File: src/rtl/mult_pkg.sv
// ============================================================================
//  Module      : mult_pkg
//  Description : Shared types and default widths for the iterative 64x64
//                limb-based multiplier sequencer.
//                - state_t     : controller state encoding
//                - MULT_DATA_W : default operand width
//                - MULT_LIMB_W : default limb width
//                - MULT_NLIMB  : limbs per operand at the default widths
//  Revision    : 1.0 - initial release
// ============================================================================
`default_nettype none

package mult_pkg;

    localparam int MULT_DATA_W = 64;
    localparam int MULT_LIMB_W = 16;
    localparam int MULT_NLIMB  = MULT_DATA_W / MULT_LIMB_W;

    typedef enum logic [1:0] {
        IDLE = 2'd0,
        MUL  = 2'd1,
        DONE = 2'd2
    } state_t;

endpackage : mult_pkg

`default_nettype wire

File: src/rtl/mult_seq_ctrl_64_if.sv
// ============================================================================
//  Module      : mult_seq_ctrl_64_if
//  Description : Operand / result handshake bundle for mult_seq_ctrl_64.
//                master : requesting engine + result consumer side
//                slave  : multiplier sequencer side
//                in_valid/in_ready/A/B       - operand request channel
//                out_valid/out_ready/product - result channel
//                busy                        - sequencer in MUL or DONE
//  Revision    : 1.0 - initial release
// ============================================================================
`default_nettype none

interface mult_seq_ctrl_64_if
    import mult_pkg::*;
#(
    parameter int DATA_W = MULT_DATA_W
);

    logic                  in_valid;
    logic                  in_ready;
    logic [DATA_W-1:0]     A;
    logic [DATA_W-1:0]     B;
    logic                  out_valid;
    logic                  out_ready;
    logic [2*DATA_W-1:0]   product;
    logic                  busy;

    modport master (
        output in_valid, A, B, out_ready,
        input  in_ready, out_valid, product, busy
    );

    modport slave (
        input  in_valid, A, B, out_ready,
        output in_ready, out_valid, product, busy
    );

endinterface : mult_seq_ctrl_64_if

`default_nettype wire

File: src/rtl/limb_mult_16x16.sv
// ============================================================================
//  Module      : limb_mult_16x16
//  Description : Purely combinational unsigned LIMB_W x LIMB_W multiplier.
//                Kept as its own block so the array can later be swapped for
//                a Dadda/Wallace implementation without touching the
//                sequencer.
//                i_a, i_b : LIMB_W-bit unsigned limbs
//                o_p      : 2*LIMB_W-bit product
//  Revision    : 1.0 - initial release
// ============================================================================
`default_nettype none

module limb_mult_16x16
    import mult_pkg::*;
#(
    parameter int LIMB_W = MULT_LIMB_W
) (
    input  wire logic [LIMB_W-1:0]   i_a,
    input  wire logic [LIMB_W-1:0]   i_b,
    output logic      [2*LIMB_W-1:0] o_p
);

    // Operands are zero-extended so the full double-width product is kept.
    assign o_p = {{LIMB_W{1'b0}}, i_a} * {{LIMB_W{1'b0}}, i_b};

endmodule : limb_mult_16x16

`default_nettype wire

File: src/rtl/mult_seq_ctrl_64.sv
// ============================================================================
//  Module      : mult_seq_ctrl_64
//  Description : Iterative 64x64 unsigned multiplier. One limb multiplier is
//                reused over NLIMB^2 cycles; shifted limb products are summed
//                into a 2*DATA_W accumulator. Zero operands skip straight to
//                the result state.
//                clk   : rising-edge clock
//                rst_n : asynchronous active-low reset
//                bus   : slave side of mult_seq_ctrl_64_if
//                        (in_valid/in_ready/A/B, out_valid/out_ready/product,
//                         busy)
//  Revision    : 1.0 - initial release
// ============================================================================
`default_nettype none

module mult_seq_ctrl_64
    import mult_pkg::*;
#(
    parameter int DATA_W = MULT_DATA_W,
    parameter int LIMB_W = MULT_LIMB_W
) (
    input  wire logic          clk,
    input  wire logic          rst_n,
    mult_seq_ctrl_64_if.slave  bus
);

    localparam int NLIMB = DATA_W / LIMB_W;
    localparam int IDX_W = (NLIMB > 1) ? $clog2(NLIMB) : 1;
    localparam int SH_W  = $clog2(2 * DATA_W);
    localparam int ACC_W = 2 * DATA_W;

    localparam logic [IDX_W-1:0] c_last_idx = IDX_W'(NLIMB - 1);

    state_t              r_state;
    logic [DATA_W-1:0]   r_a;
    logic [DATA_W-1:0]   r_b;
    logic [ACC_W-1:0]    r_acc;
    logic [IDX_W-1:0]    r_i;
    logic [IDX_W-1:0]    r_j;
    logic                r_in_ready;
    logic                r_out_valid;
    logic                r_busy;

    logic [LIMB_W-1:0]   w_a_limb;
    logic [LIMB_W-1:0]   w_b_limb;
    logic [2*LIMB_W-1:0] w_limb_prod;
    logic [IDX_W:0]      w_idx_sum;
    logic [SH_W-1:0]     w_shamt;
    logic [ACC_W-1:0]    w_term;
    logic                w_accept;
    logic                w_zero_op;

    // Limb select from the captured operands.
    assign w_a_limb = r_a[r_i*LIMB_W +: LIMB_W];
    assign w_b_limb = r_b[r_j*LIMB_W +: LIMB_W];

    limb_mult_16x16 #(
        .LIMB_W (LIMB_W)
    ) u_limb_mult (
        .i_a (w_a_limb),
        .i_b (w_b_limb),
        .o_p (w_limb_prod)
    );

    // Weight of the limb product is LIMB_W*(i+j); i+j needs one extra bit.
    assign w_idx_sum = {1'b0, r_i} + {1'b0, r_j};
    assign w_shamt   = SH_W'(w_idx_sum) * SH_W'(LIMB_W);
    assign w_term    = {{(ACC_W-2*LIMB_W){1'b0}}, w_limb_prod} << w_shamt;

    // in_ready is registered and only high in IDLE, so this is the accept.
    assign w_accept  = bus.in_valid && r_in_ready;
    assign w_zero_op = (bus.A == '0) || (bus.B == '0);

    always_ff @(posedge clk or negedge rst_n) begin
        if (!rst_n) begin
            r_state     <= IDLE;
            r_a         <= '0;
            r_b         <= '0;
            r_acc       <= '0;
            r_i         <= '0;
            r_j         <= '0;
            r_in_ready  <= 1'b1;
            r_out_valid <= 1'b0;
            r_busy      <= 1'b0;
        end else begin
            case (r_state)
                IDLE: begin
                    if (w_accept) begin
                        r_a        <= bus.A;
                        r_b        <= bus.B;
                        r_acc      <= '0;
                        r_i        <= '0;
                        r_j        <= '0;
                        r_in_ready <= 1'b0;
                        r_busy     <= 1'b1;
                        if (w_zero_op) begin
                            r_state     <= DONE;
                            r_out_valid <= 1'b1;
                        end else begin
                            r_state <= MUL;
                        end
                    end
                end

                MUL: begin
                    // Sum cannot exceed 2*DATA_W bits, so no carry is kept.
                    r_acc <= r_acc + w_term;
                    if (r_j == c_last_idx) begin
                        r_j <= '0;
                        if (r_i == c_last_idx) begin
                            r_state     <= DONE;
                            r_out_valid <= 1'b1;
                        end else begin
                            r_i <= r_i + 1'b1;
                        end
                    end else begin
                        r_j <= r_j + 1'b1;
                    end
                end

                DONE: begin
                    if (bus.out_ready) begin
                        r_state     <= IDLE;
                        r_out_valid <= 1'b0;
                        r_in_ready  <= 1'b1;
                        r_busy      <= 1'b0;
                    end
                end

                default: begin
                    r_state     <= IDLE;
                    r_in_ready  <= 1'b1;
                    r_out_valid <= 1'b0;
                    r_busy      <= 1'b0;
                end
            endcase
        end
    end

    assign bus.in_ready  = r_in_ready;
    assign bus.out_valid = r_out_valid;
    assign bus.busy      = r_busy;
    assign bus.product   = r_acc;

endmodule : mult_seq_ctrl_64

`default_nettype wire

File: src/flat_wrapper.sv
// flat-port wrapper written by rule: the top's interface ports become plain ports
module mult_seq_ctrl_64_flat import mult_pkg::*;
#(
    parameter int DATA_W = MULT_DATA_W,
    parameter int LIMB_W = MULT_LIMB_W
)
  (clk, rst_n, bus_in_valid, bus_A, bus_B, bus_out_ready, bus_in_ready, bus_out_valid, bus_product, bus_busy);
  mult_seq_ctrl_64_if #(.DATA_W(DATA_W)) bus_i ();
  input  wire logic clk;
  input  wire logic rst_n;
  input wire logic [$bits(bus_i.in_valid)-1:0] bus_in_valid;
  input wire logic [$bits(bus_i.A)-1:0] bus_A;
  input wire logic [$bits(bus_i.B)-1:0] bus_B;
  input wire logic [$bits(bus_i.out_ready)-1:0] bus_out_ready;
  output wire logic [$bits(bus_i.in_ready)-1:0] bus_in_ready;
  output wire logic [$bits(bus_i.out_valid)-1:0] bus_out_valid;
  output wire logic [$bits(bus_i.product)-1:0] bus_product;
  output wire logic [$bits(bus_i.busy)-1:0] bus_busy;
  assign bus_i.in_valid = bus_in_valid;
  assign bus_i.A = bus_A;
  assign bus_i.B = bus_B;
  assign bus_i.out_ready = bus_out_ready;
  assign bus_in_ready = bus_i.in_ready;
  assign bus_out_valid = bus_i.out_valid;
  assign bus_product = bus_i.product;
  assign bus_busy = bus_i.busy;
  mult_seq_ctrl_64 #(.DATA_W(DATA_W), .LIMB_W(LIMB_W)) u_core (.clk(clk), .rst_n(rst_n), .bus(bus_i));
endmodule
File: config.mk
export PLATFORM = sky130hd
export DESIGN_NAME = mult_seq_ctrl_64_flat
export DESIGN_NICKNAME = d
export VERILOG_FILES = /design/src/rtl/mult_pkg.sv /design/src/rtl/mult_seq_ctrl_64_if.sv /design/src/rtl/limb_mult_16x16.sv /design/src/rtl/mult_seq_ctrl_64.sv /design/src/flat_wrapper.sv
export SDC_FILE = /design/constraint.sdc
export NUM_CORES = 2
export LEC_CHECK = 0
export CAP_MARGIN = 20
export CORE_MARGIN = 1.5
export CORE_UTILIZATION = 55
export CTS_CLUSTER_SIZE = 16
export DETAILED_ROUTE_END_ITERATION = 8
export GPL_ROUTABILITY_DRIVEN = 0
export PLACE_DENSITY = 0.82
export SETUP_SLACK_MARGIN = 0.05
export SKIP_CTS_REPAIR_TIMING = 1
export SYNTH_ARGS = -nofsm -noshare
export SYNTH_HDL_FRONTEND = slang
export SYNTH_HIERARCHICAL = 1
export SYNTH_SLANG_ARGS = --single-unit
File: constraint.sdc
create_clock -name clk -period 15.95 [get_ports clk]
set_input_delay 1.595 -clock clk [delete_from_list [all_inputs] [get_ports clk]]
set_output_delay 1.595 -clock clk [all_outputs]
set_load 0.02 [all_outputs]
==> run summary <==
The run finished with clean final reports. The final HPWL from detailed placement was 74500 um. For this run, the leading register cell type out of synthesis is dfrtp_1.

Of all nets on the critical path, the largest fanout is 16. For the number of pins with negative max-slew slack in the final report, the log shows 0. The run gives 26500 as the via count of the first global-routing pass. The multi-input logic area is 20800 um2, and the initial cell density of the core is 0.556. The TritonCTS sink count was 265; the fraction of final layout cells with drive strength greater than 1 was 0.0750. The shortest period the worst path allows is 11.96 ns, and the number of I/O pins is 263. The insertion delay to the later sink of the worst-skew pair is 0.60 ns, and the wire length of the first global-routing pass is 150000 um. The tool flagged a number of max-cap violations equal to 0.

The clock skew after layout came out at 0.0231 ns. The synthesized area divided by synthesized cell count works out to 8.58 um2. The kind of path behind the tightest hold check was flip-flop to flip-flop. Buffers inserted during clock tree synthesis total 30.

The tools report the worst setup timing slack at the placement stage as 4.07 ns. The run gives 167 as the pin count of the biggest net entering global routing. The total of warnings raised by yosys was 6; the async set-reset flop share out of synthesis was 1.00.

TritonCTS built the clock tree. Area share of the largest cell type after synthesis: 0.227. The slew at the pin closest to its max-slew limit works out to 1.31 ns.

The most repeated library cell on the critical path was fa_1. For the final routed database, the setup TNS stands at 0 ns. The count of antenna-violating nets left after detailed routing is 0. In the final routed layout, each cell accounts on average for 22.8 um. The largest incremental delay on the critical path was 0.96 ns; the total global routing overflow was 0. The floorplan has 84 rows. After clock tree synthesis, the clock-pin slew on the worst setup and hold paths is 0.06 ns. The die covers 54400 um2. When the netlist entered floorplanning its net count stood at 3961.

Static timing analysis puts the maximum clock frequency at 83.6 MHz. For this design, the slowest cell found on the critical path is mux2i_1. Number of H-tree levels: 1.

Setup repair after global routing left no endpoint under its margin. For the fraction of the yosys area taken by sequential cells, the log shows 0.228. In this run, the number of DRC markers left after iteration 0 of detailed routing was 3059.

From left edge to right edge, the die measures 233 um. The cell sitting at the root of the clock tree is a clkbuf_16. Once routing completed, OpenROAD measured the worst setup slack at 3.99 ns.

The number of flops mapped to enable cells by yosys was 0; the routed via count divided by cell count was 6.42. The normalized max-slew margin came out at 0.0985. The critical path class is flip-flop to flip-flop.

The number of iterations in the first detailed-routing pass came out at 9. Summing all flip-flop and latch instances after layout gives 6630 um2. Cell type with the largest total area after synthesis: dfrtp_1. Area added between synthesis and finish: 14.0%.

The filler cell count in the final layout is 4205, and the initial antenna violation count is 2. After synthesis the netlist holds a flip-flop and latch count of 265. The longest clock path from root to sink contains 3 buffers. The global-route total usage across every layer came out at 0.355. The number of hold violations in the final report is 0, and the final number of setup-violating endpoints is 0. Ranked by total cell area, the synthesized netlist is headed by dfrtp_1 23%, fa_1 13%, ha_1 10%. Required time at the endpoint of the critical path: 16.44 ns.

The most common cell in the synthesized netlist is nand2_1. For the detailed-route via count, the log shows 27200. STA classifies the critical path endpoint as a flip-flop.

The final layout contains 4084 nets. The worst setup path is launched from a flip-flop. The run gives 96500 um as the overall routed net length. By count the netlist is led by 441 x nand2_1, 273 x inv_1, 264 x dfrtp_1. The final critical-path share of the clock period was 0.750; the post-detailed-route DRC marker count was 0. In this run the standard cell core region covers 52400 um2.

Synthesis produced 3398 cells. Data on the critical path arrives at its endpoint at 12.45 ns. The die is 233 um tall. The synthesized netlist occupies a cell area of 29100 um2.

The count of port buffers added during placement was 262. Hold is met by 0.506 ns. The number of different library cells used by synthesis comes to 87.
[registers in the layout, summed over array words and instances, names as in the netlist]
name                  flops
u_core/r_state            2
u_core/bus.busy           1
u_core/r_a               64
u_core/r_b               64
u_core/r_i                2
u_core/r_j                2
u_core/bus.in_ready       1
u_core/bus.product      128
u_core/bus.out_valid      1
[placed cells by master, fill, tap and decap left out, types with 12 or more instances in the layout]
master / netlist / layout
nand2_1: 441 / 440
inv_1: 273 / 273
dfrtp_1: 264 / 264
clkdlybuf4s50_1: 0 / 261
ha_1: 235 / 235
nor2_1: 231 / 230
a21oi_1: 230 / 230
fa_1: 196 / 196
and2_1: 146 / 146
o21ai_0: 134 / 134
mux2_2: 128 / 128
o21ai_1: 96 / 96
nand4_1: 93 / 93
xnor2_1: 87 / 87
a21o_1: 51 / 51
xor2_1: 50 / 50
nor4_1: 45 / 45
nor3_1: 43 / 42
o21bai_1: 41 / 41
mux4_2: 32 / 32
clkbuf_16: 0 / 30
nor2b_1: 31 / 30
nand3_1: 28 / 28
o21a_1: 27 / 27
mux2i_1: 22 / 22
nand2b_1: 22 / 22
a22o_1: 22 / 22
a31oi_1: 18 / 18
a22oi_1: 17 / 17
o22ai_1: 16 / 16
buf_4: 2 / 15
o31ai_1: 14 / 14
and3_1: 13 / 13
o211ai_1: 12 / 12
[area by class of cell]
class / count / share of cell area
Antenna cell: 2 / 0.000151
Clock buffer: 36 / 0.0239
Clock inverter: 20 / 0.00994
Inverter: 273 / 0.0308
Multi-Input combinational cell: 2671 / 0.625
Sequential cell: 265 / 0.200
Tap cell: 688 / 0.0259
Timing Repair Buffer: 280 / 0.0847
[worst max-delay path: cells and delay by family (launching register included)]
family                     cells  cell delay, ns
DFF                            1            0.58
AOI/OAI and AO/OA             14            3.79
muxes                          3            1.93
adders and majority gates      8            4.02
and+or+nand+nor                4            1.09
buffers and inverters          5            0.42
[metrics by stage]
stage	instance area, um2	util	cells
2_1_floorplan	29100	-	3398
3_3_place_gp	32000	0.611	4174
3_5_place_dp	32000	0.611	4174
4_1_cts	33200	0.632	4230
5_1_grt	33200	0.633	4233
6_report	33200	0.634	4235
[logic make-up (layout without fill, tap and decap cells)]
logic type	Yosys count	after routing	share of synthesized area
AO/OA/AOI/OAI	783	783	0.168
XOR/XNOR	137	137	0.0412
adder cells (fa/ha/maj)	431	431	0.236
buffers and inverters	462	609	0.0606
flip-flops	265	265	0.228
multiplexers	182	182	0.0817
other	0	2	0
AND/OR/NAND/NOR	1138	1138	0.186
[metal layers]
layer  vias to the layer above  track usage  share of wire
li1                      12100            -              -
met1                     13000        0.474           0.39
met2                      1712        0.523           0.43
met3                       394       0.0978           0.12
met4                         6        0.188          0.060
met5                         -       0.0119         0.0011
[worst paths after layout]
path	start	to	slack, ns	cells past startpoint
min	u_core/r_b[58]$_DFFE_PN0P_	u_core/r_b[58]$_DFFE_PN0P_	0.51	1
min in group asynchronous	rst_n	u_core/bus.product[83]$_DFFE_PN0P_	1.04	1
max	u_core/r_j[0]$_DFFE_PN0P_	u_core/bus.product[120]$_DFFE_PN0P_	3.99	34
max reg2reg	u_core/r_j[0]$_DFFE_PN0P_	u_core/bus.product[120]$_DFFE_PN0P_	3.99	34
max in group asynchronous	rst_n	u_core/r_a[9]$_DFFE_PN0P_	13.46	2
min reg2reg	u_core/r_b[58]$_DFFE_PN0P_	u_core/r_b[58]$_DFFE_PN0P_	0.51	1
Power is not shown: default switching activity piles up to over one toggle a cycle in this logic, so the estimate is an artifact.
